### src/rtl/uart_tx_fifo.sv
// uart_tx_fifo: byte FIFO fed by single-cycle write pulses, drained as 8N1 UART frames
module uart_tx_fifo #(
  parameter int CLK_FREQ = 50000000,
  parameter int BAUD     = 115200,
  parameter int DEPTH    = 8
) (
  input  logic       clk,
  input  logic       reset,
  input  logic       wr_pulse,
  input  logic [7:0] wr_data,
  output logic       tx,
  output logic       busy,
  output logic       empty,
  output logic       full,
  output logic       overflow
);
  localparam int CLKS_PER_BIT = CLK_FREQ / BAUD;
  localparam int AW = $clog2(DEPTH);
  localparam int BW = (CLKS_PER_BIT > 1) ? $clog2(CLKS_PER_BIT) : 1;
  typedef enum logic [1:0] {IDLE, START, DATA, STOP} state_t;
  state_t state, state_next;
  logic [7:0] mem [DEPTH];
  logic [AW-1:0] wptr, rptr;
  logic [AW:0] count, count_next;
  logic [7:0] shift;
  logic [2:0] bit_idx;
  logic [BW-1:0] baud;
  logic push, pop, tick;
  assign push = wr_pulse & ~full;
  assign pop = (state == IDLE) & ~empty;
  assign tick = baud == BW'(CLKS_PER_BIT - 1);
  assign count_next = count + (AW+1)'(push) - (AW+1)'(pop);
  // storage array carries no reset; only pointers define validity
  always_ff @(posedge clk)
    if (push) mem[wptr] <= wr_data;
  // FIFO pointers, occupancy and the flags derived from next occupancy
  always_ff @(posedge clk or negedge reset)
    if (!reset) begin
      wptr <= '0;
      rptr <= '0;
      count <= '0;
      empty <= 1'b1;
      full <= 1'b0;
      overflow <= 1'b0;
    end else begin
      if (push) wptr <= wptr + 1'b1;
      if (pop) rptr <= rptr + 1'b1;
      count <= count_next;
      empty <= count_next == '0;
      full <= count_next == (AW+1)'(DEPTH);
      overflow <= wr_pulse & full;
    end
  // next-state logic: each non-idle state advances on the last clock of its bit period
  always_comb begin
    state_next = state;
    case (state)
      IDLE:    state_next = pop ? START : IDLE;
      START:   state_next = tick ? DATA : START;
      DATA:    state_next = (tick && bit_idx == 3'd7) ? STOP : DATA;
      default: state_next = tick ? IDLE : STOP;
    endcase
  end
  // serializer state, baud timing and registered line outputs (one clock behind state)
  always_ff @(posedge clk or negedge reset)
    if (!reset) begin
      state <= IDLE;
      baud <= '0;
      bit_idx <= '0;
      shift <= '0;
      tx <= 1'b1;
      busy <= 1'b0;
    end else begin
      state <= state_next;
      baud <= (state == IDLE || tick) ? '0 : baud + 1'b1;
      if (pop) shift <= mem[rptr];
      else if (state == DATA && tick) shift <= shift >> 1;
      if (state == START) bit_idx <= '0;
      else if (state == DATA && tick) bit_idx <= bit_idx + 1'b1;
      tx <= (state == START) ? 1'b0 : (state == DATA) ? shift[0] : 1'b1;
      busy <= state != IDLE;
    end
endmodule

### config.mk
export PLATFORM = sky130hd
export DESIGN_NAME = uart_tx_fifo
export DESIGN_NICKNAME = d
export VERILOG_FILES = /design/src/rtl/uart_tx_fifo.sv
export SDC_FILE = /design/constraint.sdc
export NUM_CORES = 1
export LEC_CHECK = 0
export ABC_AREA = 1
export CAP_MARGIN = 40
export CORE_MARGIN = 4
export CORE_UTILIZATION = 46
export CTS_CLUSTER_DIAMETER = 60
export DETAILED_ROUTE_END_ITERATION = 12
export GPL_TIMING_DRIVEN = 0
export HOLD_SLACK_MARGIN = 0.12
export PLACE_DENSITY = 0.74
export SLEW_MARGIN = 0
export SYNTH_ARGS = -nofsm -noshare
export SYNTH_HDL_FRONTEND = slang
export SYNTH_SLANG_ARGS = --single-unit
export TNS_END_PERCENT = 100
### constraint.sdc
create_clock -name clk -period 4.82 [get_ports clk]
set_input_delay 0.964 -clock clk [delete_from_list [all_inputs] [get_ports clk]]
set_output_delay 0.964 -clock clk [all_outputs]
set_load 0.005 [all_outputs]
==> results.json, run 1 <==
{
  "slowest_delay_ps": 490,
  "postCtsHoldBufs": 0,
  "cts-htree-levels": 3,
  "grt.overflow.total": 0,
  "cp_top_family": "simple AND/OR/NAND/NOR gates",
  "seq_power_share_pct": 45.8,
  "power_frac_comb_pct": 32.6,
  "async_flop_share_pct": 36.6,
  "syn_to_final_growth_pct": 11.8,
  "power_switching_uw": 932,
  "synthFlopType": "edfxtp_1",
  "grt_max_degree": 38,
  "rsz0062_at_grt": "false",
  "ys_top_cells_by_area": "edfxtp_1 42%, dfrtp_1 19%, nand2_1 7.9%, nand3_1 5.5%, inv_1 5.2%",
  "worst_pin_slew_ps": 891,
  "root_buffer": "clkbuf_8",
  "cts_buffers": 9,
  "period_share_pct": 59.9,
  "routed-via-count": 2955,
  "status": "finished clean",
  "crit_path_top_delay_cell": "fa_1",
  "die_area_um2": 11600,
  "drt_iter0_drc": 189,
  "setup_viol": 0,
  "cp_common_cell": "inv_1",
  "start_kind": "input port",
  "grt_pass1_vias": 2861,
  "switching_share_pct": 35.8,
  "start_util_pct": 47.0,
  "synthMostInstantiatedCell": "nand2_1",
  "cp-end-kind": "register",
  "fin_crit_ps": 2890,
  "coreArea_um2": 9730,
  "cts_buffer_depth": 2,
  "yosysTopAreaCell": "edfxtp_1",
  "path_buf_inv": 5,
  "p_clk_share_pct": 21.6,
  "syn_avg_cell_area_um2": 10.5,
  "synth-seq-area-share_pct": 62.3,
  "drive_gt1_share_pct": 14.1,
  "maxSlewViolCount": 0,
  "rows": 36,
  "synth_edf_count": 64,
  "cp_max_fo": 7,
  "fmax_mhz": 347,
  "dp_hpwl_mm": 5.77,
  "fill_cells": 848,
  "intPower_uw": 1670,
  "place.gp.congestion": 0.797,
  "io_pins": 16,
  "hp-start": "bit_idx[0]",
  "syn-num-nets": 455,
  "synth_top_area_share_pct": 42.0,
  "ctsResizeCount": 0,
  "grt_pass1_wl_mm": 14.1,
  "drc": 0,
  "synth_cell_type_count": 35,
  "min_path_type": "register to register",
  "cap_viol_max_count": 0,
  "crit_chain": "clkdlybuf4s50_1 -> inv_1 -> nor2_4 -> nor2_1 -> inv_1 -> nand2_1 -> ha_1 -> inv_1 -> fa_1 -> inv_1 -> or3_1 -> nor2_1",
  "timing.rr.start": "state[0]",
  "ys_top_cells_by_count": "96 x nand2_1, 64 x edfxtp_1, 63 x inv_1",
  "cts_setup_buffers": 0,
  "drt-total-wl_mm": 8.41,
  "clkTransAtPathRegs_ps": 100,
  "yosysWarnings": 0,
  "leakage_uw": 0.00221,
  "cts_num_sinks": 101,
  "slew_headroom_pct": 40.4,
  "die_x_um": 108,
  "syn_area_um2": 4570,
  "path_class": "input port to register",
  "hold_viol": 0,
  "track_usage_pct": 15.9,
  "clock_latency_ps": 360,
  "cts_tree": "done",
  "nNetsFinal": 483,
  "clock_skew_ps": 10.6,
  "routed_via_density": 4.93,
  "detail-route-antenna-nets": 0,
  "synthCells": 434,
  "num_antenna_cells": 0,
  "fin_tns_setup_ps": 0,
  "p_per_area_nw_per_um2": 509,
  "io_buffers": 15,
  "antenna_found_initial": 0,
  "routedWlPerCell_um": 14.0,
  "die_h_um": 108,
  "dr.pass1.iters": 4,
  "ys_ff_latch": 101,
  "timing.hold.ws_ps": 499,
  "peakVddDrop_uv": 254,
  "startpoint": "wr_pulse",
  "required_ps": 5120,
  "arrival_ps": 3180
}
[path summary, 6_finish.rpt]
kind / slack, ps / cells after the start / to
hold reg to reg: 500 / 1 / bit_idx[0]
max in group asynchronous: 3620 / 1 / wptr[2]
setup / recovery: 1930 / 12 / empty
hold / removal: 500 / 1 / bit_idx[0]
setup reg to reg: 2290 / 13 / empty
min in group asynchronous: 680 / 1 / bit_idx[2]
[cell type report]
type / count / area [um^2] / share of cell area, %
plain buffers: 14 / 100 / 1.96
clock buffers: 9 / 124 / 2.42
flip-flops and latches: 101 / 2850 / 55.8
repair buffers: 17 / 160 / 3.13
clock inverters: 7 / 87.6 / 1.71
multi-input cells: 250 / 1360 / 26.7
well taps: 133 / 166 / 3.26
inverters: 69 / 262 / 5.12
[layout by cell type (no fill, tap or decap), types with 4 or more instances in the layout]
master	count
nand2_2	7
o21ai_0	7
xnor2_1	4
o21bai_4	4
nor2_1	30
buf_4	9
inv_1	63
a21oi_1	8
edfxtp_1	64
nor2_2	4
inv_2	4
nand3_1	50
clkbuf_8	9
nand2_1	96
a21oi_2	4
dfrtp_1	35
ha_1	9
xor2_1	4
inv_8	4
buf_2	6
clkdlybuf4s50_1	14
[flip-flops by register name (all words and copies together) (netlist names)]
signal / flops
overflow: 1
count: 4
baud: 9
mem: 64
busy: 1
tx: 1
empty: 1
shift: 8
bit_idx: 3
full: 1
state: 2
wptr: 3
rptr: 3
[power groups by stage]
stage | combinational [uW] | clock (uW) | sequential [uW]
after floorplan | 624 | 0 | 1190
after global placement | 809 | 0 | 1200
after detailed placement | 849 | 0 | 1210
after CTS | 855 | 575 | 1190
after global routing | 967 | 613 | 1210
final | 847 | 563 | 1190
[metrics by stage]
step | utilization, % | instances | setup slack [ps] | power (uW) | area [um^2]
4_1_cts | 52.5 | 600 | 1920 | 2620 | 5110
5_1_grt | 52.5 | 600 | 1770 | 2790 | 5110
3_3_place_gp | 50.3 | 582 | 1650 | 2010 | 4890
2_1_floorplan | - | 434 | 2190 | 1810 | 4570
6_report | 52.5 | 600 | 1930 | 2600 | 5110
3_5_place_dp | 50.4 | 584 | 1550 | 2060 | 4900
[routing by layer]
metal  GRT usage (%)  part of all wire, %  vias to the layer above
li1                -                    -                     1458
met1            20.4                   42                     1430
met2            26.8                   52                       65
met3            4.08                  5.2                        2
met4            4.60                 0.36                        0
met5               0                    0                        -
[logic make-up after synthesis]
group,Yosys count,synth area share [%]
xor gates and xnor gates,8,1.53
and+or+nand+nor,202,20.2
DFF,101,62.3
AOI/OAI and AO/OA,30,5.14
buffers and inverters,83,7.90
adders and majority gates,10,2.90
No activity file was read; power rests on OpenSTA's default activity.
==> run 2: changes to the inputs <==
==> constraint.sdc (replaced) <==
create_clock -name clk -period 2.77 [get_ports clk]
set_input_delay 0.554 -clock clk [delete_from_list [all_inputs] [get_ports clk]]
set_output_delay 0.554 -clock clk [all_outputs]
set_load 0.005 [all_outputs]
==> results of run 2 <==
Same layout as run 1 (identical final DEF). Status: finished clean.
Among the figures that moved: setup slack after placement 1550 ps -> -94.3 ps; setup slack after layout 1930 ps -> 242 ps; hold slack 499 ps -> 272 ps; start point of the critical path wr_pulse -> state[0]; register-to-register setup slack 2290 ps -> 240 ps; total power 2600 uW -> 4520 uW; worst IR drop on VDD 254 uV -> 442 uV
